==> config.mk <==
export PLATFORM = sky130hd
export DESIGN_NAME = irq_controller_flat
export DESIGN_NICKNAME = d
export VERILOG_FILES = /design/src/rtl/irq_controller_pkg.sv /design/src/rtl/irq_controller_if.sv /design/src/rtl/irq_controller_sync_edge.sv /design/src/rtl/irq_controller.sv /design/src/flat_wrapper.sv
export SDC_FILE = /design/constraint.sdc
export NUM_CORES = 1
export LEC_CHECK = 0
export ABC_AREA = 0
export BUFFER_PORTS_ARGS = -buffer_cell sky130_fd_sc_hd__buf_4
export CAP_MARGIN = 10
export CORE_MARGIN = 1.5
export CORE_UTILIZATION = 25
export DETAILED_ROUTE_END_ITERATION = 7
export GPL_TIMING_DRIVEN = 1
export PLACE_DENSITY = 0.55
export SLEW_MARGIN = 20
export SYNTH_ARGS = -nofsm -noshare
export SYNTH_HDL_FRONTEND = slang
export SYNTH_HIERARCHICAL = 1
export SYNTH_SLANG_ARGS = --single-unit
==> constraint.sdc <==
create_clock -name clk -period 2.1 [get_ports clk]
set_input_delay 0.105 -clock clk [delete_from_list [all_inputs] [get_ports clk]]
set_output_delay 0.105 -clock clk [all_outputs]
set_load 0.005 [all_outputs]
==> src/rtl/irq_controller_pkg.sv <==
// irq_ctrl_pkg: shared constants for the interrupt controller.
//   Register word indexes, ACTIVE layout and per-channel mode encodings.
package irq_ctrl_pkg;
   localparam int REG_PENDING = 0;
   localparam int REG_MASK    = 1;
   localparam int REG_MODE    = 2;
   localparam int REG_RAW     = 3;
   localparam int REG_ACTIVE  = 4;
   localparam int REG_STATS   = 5;

   localparam int ACTIVE_VALID_BIT = 31;

   localparam logic MODE_EDGE  = 1'b1;
   localparam logic MODE_LEVEL = 1'b0;
endpackage

==> src/rtl/irq_controller_if.sv <==
// irq_controller_if: start/done register access port.
//   start : one-cycle access request       addr : register word index
//   data  : write data                     we   : write enable (with start)
//   q     : read data, valid while done    done : one-cycle completion pulse
interface irq_controller_if #(
   parameter int ADDR_BITS = 3
) ();
   logic                 start;
   logic [ADDR_BITS-1:0] addr;
   logic [31:0]          data;
   logic                 we;
   logic [31:0]          q;
   logic                 done;

   modport master (output start, addr, data, we, input q, done);
   modport slave  (input start, addr, data, we, output q, done);
endinterface

==> src/rtl/irq_controller_sync_edge.sv <==
// irq_sync_edge: one interrupt channel front end.
//   clk, reset : clock, synchronous active-high reset
//   irq        : asynchronous raw source
//   mode       : 1 = rising edge, 0 = level
//   s          : synchronised level (last stage of the chain)
//   set        : registered set condition for the pending latch
module irq_sync_edge
   import irq_ctrl_pkg::*;
#(
   parameter int SYNC_STAGES = 2
) (
   input  logic clk,
   input  logic reset,
   input  logic irq,
   input  logic mode,
   output logic s,
   output logic set
);
   logic [SYNC_STAGES-1:0] chain;
   logic                   prev;

   assign s = chain[SYNC_STAGES-1];

   // set is registered so the pending latch sees a clean one-flop boundary;
   // this is the extra cycle in the SYNC_STAGES + 1 latency.
   always_ff @(posedge clk) begin
      if (reset) begin
         chain <= '0;
         prev  <= 1'b0;
         set   <= 1'b0;
      end else begin
         chain <= {chain[SYNC_STAGES-2:0], irq};
         prev  <= s;
         set   <= (mode == MODE_EDGE) ? (s & ~prev) : s;
      end
   end
endmodule

==> src/rtl/irq_controller.sv <==
// irq_controller: NUM_IRQ-channel interrupt aggregator with a start/done
// register port.
//   clk, reset : clock, synchronous active-high reset
//   irq_in     : asynchronous raw interrupt sources
//   bus        : register port (irq_controller_if.slave)
//   cpu_irq    : one-cycle pulse when a channel becomes pending & unmasked
//   irq_any    : registered OR of pending & mask
// Build option: define IRQ_CTRL_STATS_EN for per-channel 8-bit saturating
// event counters at register 5; without it register 5 reads 0.
// An access sampled at edge t returns q/done in the following cycle and its
// write is applied at edge t+1.
module irq_controller
   import irq_ctrl_pkg::*;
#(
   parameter int                 NUM_IRQ     = 8,
   parameter int                 SYNC_STAGES = 2,
   parameter int                 ADDR_BITS   = 3,
   parameter logic [NUM_IRQ-1:0] RESET_MASK  = '1,
   parameter logic [NUM_IRQ-1:0] RESET_MODE  = '1
) (
   input  logic               clk,
   input  logic               reset,
   input  logic [NUM_IRQ-1:0] irq_in,
   irq_controller_if.slave    bus,
   output logic [NUM_IRQ-1:0] cpu_irq,
   output logic               irq_any
);
   logic [NUM_IRQ-1:0]   raw, set_vec;
   logic [NUM_IRQ-1:0]   pending, pend_nxt, mask, mode, en, en_q, clr;
   logic                 req_vld, req_we;
   logic [ADDR_BITS-1:0] req_addr;
   logic [31:0]          req_data;
   logic                 wr;
   logic                 act_hit;
   logic [4:0]           act_idx;
   logic [7:0]           stats_rd;
   logic [31:0]          rdata;
   logic                 unused_bits;

   assign unused_bits = ^req_data;

   for (genvar i = 0; i < NUM_IRQ; i++) begin : g_ch
      irq_sync_edge #(.SYNC_STAGES(SYNC_STAGES)) u_ch (
         .clk  (clk),
         .reset(reset),
         .irq  (irq_in[i]),
         .mode (mode[i]),
         .s    (raw[i]),
         .set  (set_vec[i])
      );
   end

   assign wr = req_vld & req_we;
   assign en = pending & mask;

   // W1C and set on the same bit: set wins.
   always_comb begin
      clr = '0;
      if (wr && int'(req_addr) == REG_PENDING) clr = req_data[NUM_IRQ-1:0];
      pend_nxt = (pending & ~clr) | set_vec;
   end

   // Lowest index wins: scan downward so the last hit is the smallest.
   always_comb begin
      act_hit = 1'b0;
      act_idx = '0;
      for (int i = NUM_IRQ - 1; i >= 0; i--) begin
         if (en[i]) begin
            act_hit = 1'b1;
            act_idx = 5'(i);
         end
      end
   end

`ifdef IRQ_CTRL_STATS_EN
   logic [NUM_IRQ-1:0][7:0] cnt;
   logic [NUM_IRQ-1:0]      inc;
   logic [4:0]              data_sel;
   logic                    wr_stats;

   // Edge channels count set events; level channels count pending 0->1.
   assign inc      = (mode & set_vec) | (~mode & pend_nxt & ~pending);
   assign wr_stats = wr && int'(req_addr) == REG_STATS;

   always_ff @(posedge clk) begin
      if (reset) begin
         cnt      <= '0;
         data_sel <= '0;
      end else begin
         if (wr_stats) data_sel <= req_data[4:0];
         for (int i = 0; i < NUM_IRQ; i++) begin
            if (wr_stats && req_data[31])          cnt[i] <= '0;
            else if (inc[i] && cnt[i] != 8'hFF)    cnt[i] <= cnt[i] + 8'd1;
         end
      end
   end

   // Selector may exceed NUM_IRQ; such channels read 0.
   always_comb begin
      stats_rd = '0;
      for (int i = 0; i < NUM_IRQ; i++)
         if (5'(i) == data_sel) stats_rd = cnt[i];
   end
`else
   assign stats_rd = '0;
`endif

   always_comb begin
      rdata = '0;
      case (int'(bus.addr))
         REG_PENDING: rdata = 32'(pending);
         REG_MASK:    rdata = 32'(mask);
         REG_MODE:    rdata = 32'(mode);
         REG_RAW:     rdata = 32'(raw);
         REG_ACTIVE: begin
            rdata[ACTIVE_VALID_BIT] = act_hit;
            rdata[4:0]              = act_idx;
         end
         REG_STATS:   rdata = {24'd0, stats_rd};
         default:     rdata = '0;
      endcase
   end

   always_ff @(posedge clk) begin
      if (reset) begin
         pending  <= '0;
         mask     <= RESET_MASK;
         mode     <= RESET_MODE;
         en_q     <= '0;
         cpu_irq  <= '0;
         irq_any  <= 1'b0;
         req_vld  <= 1'b0;
         req_we   <= 1'b0;
         req_addr <= '0;
         req_data <= '0;
         bus.q    <= '0;
         bus.done <= 1'b0;
      end else begin
         req_vld  <= bus.start;
         req_we   <= bus.we;
         req_addr <= bus.addr;
         req_data <= bus.data;
         // q returns the addressed register for reads and writes alike.
         bus.done <= bus.start;
         bus.q    <= bus.start ? rdata : '0;

         pending <= pend_nxt;
         if (wr && int'(req_addr) == REG_MASK) mask <= req_data[NUM_IRQ-1:0];
         if (wr && int'(req_addr) == REG_MODE) mode <= req_data[NUM_IRQ-1:0];

         // Pulse on newly enabled channels, including unmask of a pending one.
         en_q    <= en;
         cpu_irq <= en & ~en_q;
         irq_any <= |en;
      end
   end
endmodule

==> src/flat_wrapper.sv <==
// flat-port wrapper written by rule: the top's interface ports become plain ports
module irq_controller_flat import irq_ctrl_pkg::*;
#(
   parameter int                 NUM_IRQ     = 8,
   parameter int                 SYNC_STAGES = 2,
   parameter int                 ADDR_BITS   = 3,
   parameter logic [NUM_IRQ-1:0] RESET_MASK  = '1,
   parameter logic [NUM_IRQ-1:0] RESET_MODE  = '1
)
  (clk, reset, irq_in, cpu_irq, irq_any, bus_start, bus_addr, bus_data, bus_we, bus_q, bus_done);
  irq_controller_if #(.ADDR_BITS(ADDR_BITS)) bus_i ();
  input  logic clk;
  input  logic reset;
  input  logic [NUM_IRQ-1:0] irq_in;
  output logic [NUM_IRQ-1:0] cpu_irq;
  output logic irq_any;
  input wire logic [$bits(bus_i.start)-1:0] bus_start;
  input wire logic [$bits(bus_i.addr)-1:0] bus_addr;
  input wire logic [$bits(bus_i.data)-1:0] bus_data;
  input wire logic [$bits(bus_i.we)-1:0] bus_we;
  output wire logic [$bits(bus_i.q)-1:0] bus_q;
  output wire logic [$bits(bus_i.done)-1:0] bus_done;
  assign bus_i.start = bus_start;
  assign bus_i.addr = bus_addr;
  assign bus_i.data = bus_data;
  assign bus_i.we = bus_we;
  assign bus_q = bus_i.q;
  assign bus_done = bus_i.done;
  irq_controller #(.NUM_IRQ(NUM_IRQ), .SYNC_STAGES(SYNC_STAGES), .ADDR_BITS(ADDR_BITS), .RESET_MASK(RESET_MASK), .RESET_MODE(RESET_MODE)) u_core (.clk(clk), .reset(reset), .irq_in(irq_in), .bus(bus_i), .cpu_irq(cpu_irq), .irq_any(irq_any));
endmodule
; Yosys cells after proc, flatten, opt, wreduce, memory -nomap -nowiden
; Cells that the tools add are included.
[totals]
output_inout_bits = 42
reg_bits = 118
elab_cells = 102
input_bits = 47
[classes]
n_reduce_logical = 8
eq_ne = 6
bitwise_logic = 25
mux = 27
[ops]
columns = op, count
row1 = 5-bit case mux with 5 select lines, 1
row2 = 8-bit bitwise AND, 3
row3 = 3-bit 2-to-1 mux, 8
row4 = 1-bit 2-to-1 mux, 16
row5 = 8-bit inverter, 2
row6 = 3-bit case mux with 4 select lines, 1
row7 = 1-bit inverter, 10
row8 = 1-bit bitwise AND, 9
row9 = 3-bit by 2-bit == test with 1-bit output (second input constant), 3
row10 = 8-bit 2-to-1 mux, 1
row11 = 8-bit bitwise OR, 1
row12 = 8-bit OR reduction, 1
row13 = 3-bit == test (second input constant), 2
row14 = 3-bit zero test, 2
row15 = 3-bit by 1-bit == test with 1-bit output (second input constant), 1
row16 = 1-bit logical AND, 3
row17 = 3-bit OR reduction, 1
row18 = 2-bit OR reduction, 1

; Depth between registers and ports, before layout
[logic_depth]
ltp_word = 10
mapped_depth = 6

; Modules after synthesis
; The synthesis kept the hierarchy.
[by_module_without_submodules]
columns = mod, cells_each, area_per_inst_um2, n_inst
row1 = irq_controller, 243, 2463.6, 1
row2 = irq_sync_edge, 8, 112.6, 8

; Worst setup path before layout
; Ideal clock, no wire load.
[synth_path]
path_kind = register to register
start = register u_core.req_vld
end = register u_core.mode[6]
synth_period_minus_slack_ps = 1353
arrival_time_ps = 1234
path_stages_with_launch = 6
setup_slack_ps = 747
path_cell_list = dfxtp_1 nand2_1 nor4b_4 buf_6 nor2b_1 a211o_1
[synth_between]
elab_chain_len = 2
[synth_lines]
columns = element, line_no
row1 = from (decl), irq_controller.sv:30  ; logic req_vld, req_we;
row2 = from (signal assigned), irq_controller.sv:139  ; req_vld <= bus.start;
row3 = 1-bit bitwise AND, irq_controller.sv:53  ; assign wr = req_vld & req_we;
row4 = 1-bit logical AND, irq_controller.sv:149  ; if (wr && int'(req_addr) == REG_MODE) mode <= req_data[NUM_IRQ-1:0];
row5 = to (decl), irq_controller.sv:29  ; logic [NUM_IRQ-1:0] pending, pend_nxt, mask, mode, en, en_q, clr;
; No other way between the ends.
; A chain may end at the register's enable or synchronous reset.

; Worst setup path in the final report
[layout_path]
start = register u_core.req_addr[2]
end = register u_core.mask[0]
[layout_between]
elab_chain_len = 2
[layout_lines]
columns = element, line_no
row1 = from (decl), irq_controller.sv:31  ; logic [ADDR_BITS-1:0] req_addr;
row2 = from (signal assigned), irq_controller.sv:141  ; req_addr <= bus.addr;
row3 = 3-bit by 2-bit == test with 1-bit output, irq_controller.sv:148  ; if (wr && int'(req_addr) == REG_MASK) mask <= req_data[NUM_IRQ-1:0];
row4 = 1-bit logical AND, irq_controller.sv:148
row5 = to (decl), irq_controller.sv:29
; No other way between the ends.

==> metrics <==
dpl cells=516; critical path startpoint=u_core/req_addr[2]$_SDFF_PP0_; synth top area cells=dfxtp_1 (57%), nor2b_1 (7.8%), buf_4 (5.4%); LEAKAGE=around 1.7 nW; Min-Delay Path Class=input port to flip-flop; root buffer cell=clkbuf_16; Avg Cell Area, Syn=approximately 11 sq um; clock transition at the registers of the reported paths=approximately 0.06 ns; GRT Util Overall=slightly below 10%; Skew-Pair Late Insertion Delay=roughly 0.33 ns; HPWL Detailed=roughly 4500 um; DR pass1 iterations=6; commonest non-fill, non-tap cell in the layout=dfxtp_1; pin count of the biggest net entering global routing=36; final non-filler cell total=around 550; sequential-to-total area share from yosys stat=between 50% and 60%; Synth area leader=dfxtp_1; final period utilization=between 70% and 80%; num rows=42; crit path capture type=flip-flop; die footprint=~0.014 sq mm; CP Max Fanout=10; CP arrival=between 1.5 and 2 ns; TNS Setup=0 ns; DIE HEIGHT=about 120 um; Cell Pwr Density=866 mW/mm^2; DRC=0; Initial Utilization=between 20% and 30%; CP startpoint kind=flip-flop; Max Cap Viol=0; Worst Skew=slightly below 0.007 ns; via/cell ratio=3.92; core area=roughly 0.013 sq mm; Starting DRT DRC Count=151; area grow syn2layout=25.4%; met3 usage=3.54%; total clock sinks=95; H-tree depth=3; vias post-DR=about 2100; Hold Vio Cnt, Final=0; global-route wire length before repair=10600 um; ratio of cells with drive above 1 in the final layout=a little under a quarter; WP data required=2.37 ns; Ys Warns=6; Antenna Cells=0; TritonCTS clock tree=yes; count of state elements after synthesis=95; Slew Viols, Final=0; worst setup path class=flip-flop to flip-flop; reg-to-reg startpoint=u_core/req_addr[2]$_SDFF_PP0_; IO Port Bufs=41; endpoints failing setup=0; final wirelength=~6600 um; WL per Instance=roughly 12 um; maximum clock frequency=approximately 660 MHz; most frequent cells in the layout=dfxtp_1 (95), buf_4 (46), nor2b_1 (42), nand2_1 (31), conb_1 (23); number of buffers created by CTS=9; Post-Syn Area=0.00336 sq mm; Syn Inst Count=307; post-route ant nets=0; met2 Use GR=about 14%; routing usage on met1=between 10% and 20%; vias in the first global route=around 2000; GRT Max-Usage Layer=met2; final net count=414; post-synth cell types=30; initial antenna violation count=0; GRT overflow=0; CTS Buffer Depth=2; status=finished, final reports clean; Worst VDD drop=roughly 0.33 mV; min-delay src=bus_data[7]; DIE WIDTH=119 um; RSZ-0062 raised after global routing=no; Placer Congestion=between 0.7 and 0.8; post-synth top area share=between 50% and 60%; num ports=89; Final min period=1.51 ns
[path summary, 6_finish.rpt]
| path | endpoint | slack [ns] | cells past startpoint |
|---|---|---|---|
| max reg2reg | u_core/mask[0]$_SDFFE_PP1P_ | 0.59 | 5 |
| max | u_core/mask[0]$_SDFFE_PP1P_ | 0.59 | 5 |
| min reg2reg | u_core/cpu_irq[5]$_SDFF_PP0_ | 0.39 | 1 |
| min | u_core/req_data[7]$_SDFF_PP0_ | 0.004 | 2 |
[metrics by stage]
stage / power (mW) / utilization (%) / hold WS [ns] / cell area, sq um / setup WS, ns
after floorplan: 2.09 / - / 0.175 / 3450 / 0.747
after global placement: 2.15 / 28.7 / 0.324 / 3780 / 0.675
after detailed placement: 2.16 / 28.7 / 0.321 / 3780 / 0.656
after CTS: 3.71 / 32.0 / 0.000797 / 4220 / 0.627
after global routing: 3.82 / 32.0 / 0.0133 / 4220 / 0.500
final: 3.65 / 32.0 / 0.00390 / 4220 / 0.593
[cells in the mapped netlist (all sizes together)]
library cell,n
nor2b,50
inv,1
conb,1
and3,1
a21oi,10
buf,28
and2,1
nor4bb,1
o21ai,2
a211o,8
nor4b,1
nand2b,3
clkbuf,7
a31oi,1
dfxtp,95
nor2,18
nand3b,16
o32ai,1
nor3b,1
nand4,2
a32o,2
nand2,31
a222oi,1
mux4,8
a21boi,8
nor3,9
[critical path: stages (launching register included)]
cell      delay, ns
dfxtp_1        0.33
nor4bb_1       0.31
buf_4          0.25
and2_1         0.36
nand2_1        0.11
nand3b_1       0.09
[per-layer routing]
| layer | wire length, um | part of all wire, % |
|---|---|---|
| met1 | 3350 | 51 |
| met2 | 2920 | 44 |
| met3 | 257 | 3.9 |
| met4 | 55 | 0.84 |
| met5 | 0 | 0 |
[repair_timing]
item,CTS,global route
gates resized for setup,0,0
endpoints found under the hold margin,16,0
hold buffers,16,0
buffers inserted,0,0
[logic make-up (layout without fill, tap and decap cells)]
group	Yosys count	in the layout	share of synthesized area, %
flops	95	95	56.5
other cells	1	23	0.111
buf+inv	36	79	7.03
mux	8	8	5.36
compound gates	33	33	8.03
simple gates	134	134	22.9
[power breakdown]
| group | internal, mW | switching, mW |
|---|---|---|
| logic | 0.137 | 0.108 |
| clock network | 0.869 | 0.646 |
| registers | 1.86 | 0.0311 |
| total | 2.87 | 0.786 |
[cell type report]
class                      count  area (sq um)
inverter                       1          3.75
clock buffer                  14           264
tap                          176           220
sequential                    95          1900
timing repair buffer          62           505
multi-input combinational    198          1310
clock inverter                 2          15.0
fill                        1348          8970
[flip-flops by register name (all words and copies together) (netlist names)]
name	cells
u_core/bus.q	9
u_core/cpu_irq	8
u_core/en_q	8
u_core/g_ch.u_ch/chain	16
u_core/g_ch.u_ch/prev	8
u_core/g_ch.u_ch/set	8
u_core/irq_any	1
u_core/mask	8
u_core/mode	8
u_core/pending	8
u_core/req_addr	3
u_core/req_data	8
u_core/req_vld	1
u_core/req_we	1
No activity file was read; power rests on OpenSTA's default activity.
